[config.mk]
export PLATFORM = sky130hd
export DESIGN_NAME = bit_expander_flat
export DESIGN_NICKNAME = d
export VERILOG_FILES = /design/src/rtl/bit_expander_if.sv /design/src/rtl/bit_expander.sv /design/src/flat_wrapper.sv
export SDC_FILE = /design/constraint.sdc
export NUM_CORES = 1
export LEC_CHECK = 0
export ABC_AREA = 1
export CELL_PAD_IN_SITES_DETAIL_PLACEMENT = 0
export CELL_PAD_IN_SITES_GLOBAL_PLACEMENT = 1
export CORE_MARGIN = 3
export CORE_UTILIZATION = 43
export CTS_BUF_LIST = sky130_fd_sc_hd__clkbuf_8
export DETAILED_ROUTE_END_ITERATION = 6
export PLACE_DENSITY_LB_ADDON = 0.1
export SLEW_MARGIN = 20
export SYNTH_ARGS = -nofsm -noshare
export SYNTH_HDL_FRONTEND = slang
export SYNTH_SLANG_ARGS = --single-unit
export TNS_END_PERCENT = 20
[constraint.sdc]
create_clock -name clk -period 3.85 [get_ports clk]
set_input_delay 0.77 -clock clk [delete_from_list [all_inputs] [get_ports clk]]
set_output_delay 0.77 -clock clk [all_outputs]
set_load 0.01 [all_outputs]
[src/rtl/bit_expander_if.sv]
// Video stream bundle between the binarizer and the expander: 1-bit pixels
// in, DATA_W-bit grey pixels out, both carrying vs/de.
interface bit_expander_if #(
   parameter int DATA_W = 8
);
   logic              pre_vs;
   logic              pre_de;
   logic              pre_bit;
   logic              post_vs;
   logic              post_de;
   logic [DATA_W-1:0] post_data;

   modport master (
      output pre_vs, pre_de, pre_bit,
      input  post_vs, post_de, post_data
   );

   modport slave (
      input  pre_vs, pre_de, pre_bit,
      output post_vs, post_de, post_data
   );
endinterface

[src/rtl/bit_expander.sv]
// Re-expands a binary pixel stream into grey levels and counts white pixels
// per frame. Optional MAJORITY_FILTER_EN adds a causal 3-tap speck filter.
module bit_expander #(
   parameter int DATA_W = 8,
   parameter int CNT_W  = 22
) (
   input  logic              clk,
   input  logic              rst,
   input  logic              EN,
   input  logic              invert,
   input  logic [DATA_W-1:0] fg_level,
   input  logic [DATA_W-1:0] bg_level,
   bit_expander_if.slave     vid,
   output logic [CNT_W-1:0]  white_cnt,
   output logic              cnt_valid
);

   typedef enum logic {WAIT_VS, IN_FRAME} state_t;

   state_t            state_reg;
   logic              vs_d_reg;
   logic [DATA_W-1:0] fg_sh_reg;
   logic [DATA_W-1:0] bg_sh_reg;
   logic              inv_sh_reg;
   logic [CNT_W-1:0]  acc_reg;
   logic [CNT_W-1:0]  acc_next;
   logic [CNT_W-1:0]  white_cnt_reg;
   logic              cnt_valid_reg;
   logic              post_vs_reg;
   logic              post_de_reg;
   logic [DATA_W-1:0] post_data_reg;
   logic [DATA_W-1:0] byp_data;

   logic vs_rise;
   logic raw_bit;
   logic eff_bit;
   logic pix_white;

   assign vs_rise = vid.pre_vs & ~vs_d_reg;
   assign raw_bit = vid.pre_bit ^ inv_sh_reg;

`ifdef MAJORITY_FILTER_EN
   logic hist1_reg;
   logic hist2_reg;
   logic de_d_reg;

   // First pixel of a line sees itself replicated into both history taps.
   always_comb begin
      eff_bit = raw_bit;
      if (de_d_reg) begin
         eff_bit = (hist2_reg & hist1_reg) | (hist2_reg & raw_bit) | (hist1_reg & raw_bit);
      end
   end

   always_ff @(posedge clk) begin
      if (rst) begin
         hist1_reg <= 1'b0;
         hist2_reg <= 1'b0;
         de_d_reg  <= 1'b0;
      end else begin
         de_d_reg  <= vid.pre_de;
         hist1_reg <= raw_bit;
         if (vid.pre_de && de_d_reg) begin
            hist2_reg <= hist1_reg;
         end else begin
            hist2_reg <= raw_bit;
         end
      end
   end
`else
   assign eff_bit = raw_bit;
`endif

   assign pix_white = vid.pre_de & eff_bit;

   // Accumulator sticks at all-ones rather than wrapping.
   always_comb begin
      acc_next = acc_reg;
      if (pix_white && (acc_reg != {CNT_W{1'b1}})) begin
         acc_next = acc_reg + CNT_W'(1);
      end
   end

   always_ff @(posedge clk) begin
      if (rst) begin
         state_reg     <= WAIT_VS;
         vs_d_reg      <= 1'b0;
         fg_sh_reg     <= '0;
         bg_sh_reg     <= '0;
         inv_sh_reg    <= 1'b0;
         acc_reg       <= '0;
         white_cnt_reg <= '0;
         cnt_valid_reg <= 1'b0;
         post_vs_reg   <= 1'b0;
         post_de_reg   <= 1'b0;
         post_data_reg <= '0;
      end else begin
         vs_d_reg      <= vid.pre_vs;
         cnt_valid_reg <= 1'b0;
         post_vs_reg   <= vid.pre_vs;
         post_de_reg   <= vid.pre_de;
         post_data_reg <= vid.pre_de ? (eff_bit ? fg_sh_reg : bg_sh_reg) : '0;

         // Levels are frozen per frame so a mid-frame register write never tears the image.
         if (vs_rise) begin
            fg_sh_reg  <= fg_level;
            bg_sh_reg  <= bg_level;
            inv_sh_reg <= invert;
         end

         case (state_reg)
            WAIT_VS: begin
               if (vs_rise) begin
                  state_reg <= IN_FRAME;
                  acc_reg   <= '0;
               end
            end
            IN_FRAME: begin
               if (vs_rise) begin
                  white_cnt_reg <= acc_next;
                  cnt_valid_reg <= 1'b1;
                  acc_reg       <= '0;
               end else begin
                  acc_reg <= acc_next;
               end
            end
            default: state_reg <= WAIT_VS;
         endcase
      end
   end

   for (genvar gi = 0; gi < DATA_W; gi++) begin : g_byp
      assign byp_data[gi] = vid.pre_bit;
   end

   assign vid.post_vs   = EN ? post_vs_reg   : vid.pre_vs;
   assign vid.post_de   = EN ? post_de_reg   : vid.pre_de;
   assign vid.post_data = EN ? post_data_reg : byp_data;
   assign white_cnt     = white_cnt_reg;
   assign cnt_valid     = cnt_valid_reg;

endmodule
[src/flat_wrapper.sv]
// flat-port wrapper written by rule: the top's interface ports become plain ports
module bit_expander_flat 
#(
   parameter int DATA_W = 8,
   parameter int CNT_W  = 22
)
  (clk, rst, EN, invert, fg_level, bg_level, white_cnt, cnt_valid, vid_pre_vs, vid_pre_de, vid_pre_bit, vid_post_vs, vid_post_de, vid_post_data);
  bit_expander_if #(.DATA_W(DATA_W)) vid_i ();
  input  logic clk;
  input  logic rst;
  input  logic EN;
  input  logic invert;
  input  logic [DATA_W-1:0] fg_level;
  input  logic [DATA_W-1:0] bg_level;
  output logic [CNT_W-1:0] white_cnt;
  output logic cnt_valid;
  input wire logic [$bits(vid_i.pre_vs)-1:0] vid_pre_vs;
  input wire logic [$bits(vid_i.pre_de)-1:0] vid_pre_de;
  input wire logic [$bits(vid_i.pre_bit)-1:0] vid_pre_bit;
  output wire logic [$bits(vid_i.post_vs)-1:0] vid_post_vs;
  output wire logic [$bits(vid_i.post_de)-1:0] vid_post_de;
  output wire logic [$bits(vid_i.post_data)-1:0] vid_post_data;
  assign vid_i.pre_vs = vid_pre_vs;
  assign vid_i.pre_de = vid_pre_de;
  assign vid_i.pre_bit = vid_pre_bit;
  assign vid_post_vs = vid_i.post_vs;
  assign vid_post_de = vid_i.post_de;
  assign vid_post_data = vid_i.post_data;
  bit_expander #(.DATA_W(DATA_W), .CNT_W(CNT_W)) u_core (.clk(clk), .rst(rst), .EN(EN), .invert(invert), .fg_level(fg_level), .bg_level(bg_level), .vid(vid_i), .white_cnt(white_cnt), .cnt_valid(cnt_valid));
endmodule
==> flow_metrics.tcl <==
set metrics [dict create \
    pin_count 56 \
    area.growth.synth_to_final_pct 22.3 \
    port-buffer-count 55 \
    leakage_nw 1.92 \
    maxCapViolations 0 \
    synth_seq_cells 73 \
    drt_first_iter_violations 93 \
    cts-root-buf "clkbuf_8" \
    worstSetupStartpointType "input pin" \
    cts_setup_buffers 0 \
    ir_worst_vdd_uv 203 \
    critPathKind "input pin to primary output" \
    skew_ns 0.0118 \
    cts_tree "built" \
    dp_cells 687 \
    vias 3410 \
    finalSetupViolCount 0 \
    synth_top_area_frac 0.399 \
    synth_edf_count 0 \
    place_congestion 0.804 \
    drc 0 \
    synth_top_area_cell "dfxtp_1" \
    slew_viol_final 0 \
    synth_nets 567 \
    dieHeight_um 98.3 \
    coreArea_sq_um 8260 \
    grt_pass1_wl_um 15700 \
    yosys_warnings 0 \
    timing.setup.tns_ns 0 \
    synthFlopType "dfxtp_1" \
    crit_arrival_ns 2.48 \
    core.rowCount 33 \
    syn_avg_cell_area_sq_um 6.75 \
    netlist_instances 543 \
    outcome "complete, no violations" \
    cts_buffers 9 \
    dp_hpwl_um 6530 \
    drtPass1Iterations 5 \
    clk_pin_slew_ns 0.07 \
    ys_async_sr_fraction 0 \
    fin_cells 702 \
    wl_per_cell_um 12.9 \
    clock.fmax_mhz 308 \
    num_antenna_cells 0 \
    grt_max_degree 40 \
    synthTopCellsByCount "nand2_1 (149), dfxtp_1 (73), inv_1 (65)" \
    slew_headroom 0.596 \
    ys_top_cells_by_area "dfxtp_1 (40%), nand2_1 (15%), inv_1 (6.7%)" \
    h-tree-depth 3 \
    syn_area_sq_um 3660 \
    min_period_over_period 0.844 \
    post_cts_resized 0 \
    grtUsageTotal 0.199 \
    p_per_area_nw_per_um2 367 \
    grt_pass1_vias 3251 \
    hold_buffers 0 \
    drive_gt1_frac 0.101 \
    grt_antenna_before_repair 0 \
    numClockSinks 73 \
    fin_crit_ns 3.25 \
    end_kind "primary output" \
    layout.nets 617 \
    synth_most_common_cell "nand2_1" \
    grt_setup_unrepaired "no" \
    required_ns 3.08 \
    viasPerCell 4.86 \
    routed_wl_um 9060 \
    clkLatencyLatePin_ns 0.35 \
    hp-class "flip-flop to flip-flop" \
    total_power_mw 1.64 \
    postRouteAntennaNets 0 \
    gr-total-overflow 0 \
    die_w_um 98.3 \
    die-area_sq_um 9670 \
    ys_seq_area_frac 0.399 \
    worst-path-max-fanout 13 \
    clockBufferDepth 2 \
    tightest_slew_ns 0.604 \
    initial_core_util 0.444 \
    hold_viol_final 0 \
    synthDistinctLibCells 33 \
]
-- layout by cell type (no fill, tap or decap), drive strengths merged, types with 11 or more instances in the layout --
master	instances
nor2	72
o21bai	11
nand2	161
dfxtp	73
a21oi	29
nand3	30
inv	66
o21ai	47
clkdlybuf4s50	55
-- cell type report --
type / count / area (sq um)
repair buffers: 63 / 611
fillers: 857 / 3780
multi-input cells: 379 / 1820
flip-flops and latches: 73 / 1460
clock inverters: 6 / 83.8
well taps: 105 / 131
clock buffers: 9 / 124
inverters: 67 / 251
-- cells by family after synthesis --
kind of cell | after synthesis | share of synthesized area
flops | 73 | 0.399
fa+ha+maj | 1 | 0.00341
xor+xnor | 5 | 0.0120
compound gates | 98 | 0.158
buf+inv | 91 | 0.105
simple gates | 275 | 0.323
-- per-stage QoR --
stage / instance area [sq um] / setup WS [ns] / hold slack [ns] / utilization
global placement: 4270 / 0.597 / 0.444 / 0.517
floorplan: 3660 / 1.74 / 0.429 / -
global route: 4480 / 0.506 / 0.506 / 0.543
finish: 4480 / 0.601 / 0.456 / 0.543
detailed placement: 4270 / 0.583 / 0.451 / 0.517
CTS: 4480 / 0.583 / 0.461 / 0.543
-- final timing paths --
path / start / endpoint / slack [ns] / depth (start not counted)
min: u_core.fg_sh_reg[6]$_SDFFE_PP0P_ / u_core.post_data_reg[6]$_SDFF_PP0_ / 0.46 / 2
min reg2reg: u_core.fg_sh_reg[6]$_SDFFE_PP0P_ / u_core.post_data_reg[6]$_SDFF_PP0_ / 0.46 / 2
max: EN / vid_post_data[6] / 0.60 / 4
max reg2reg: u_core.acc_reg[0]$_SDFFE_PP0P_ / u_core.acc_reg[12]$_SDFFE_PP0P_ / 1.97 / 9
-- critical path, stage by stage --
cell and delay (ns):
clkdlybuf4s50_1 0.61, or2_2 0.47, nand2_1 0.10, clkdlybuf4s50_1 0.53
-- metal layers --
layer  share of wire  track usage
met2            0.47        0.326
met3           0.050       0.0421
met4          0.0096       0.0651
met5               0            0
met1            0.47        0.262
-- where the power goes --
part	leakage, nW	total (mW)	switching (mW)	internal [mW]
Clock	0.109	0.647	0.288	0.359
Combinational	1.21	0.193	0.104	0.0890
Sequential	0.596	0.802	0.0144	0.788
Total	1.92	1.64	0.407	1.24
No activity file was read; power rests on OpenSTA's default activity.
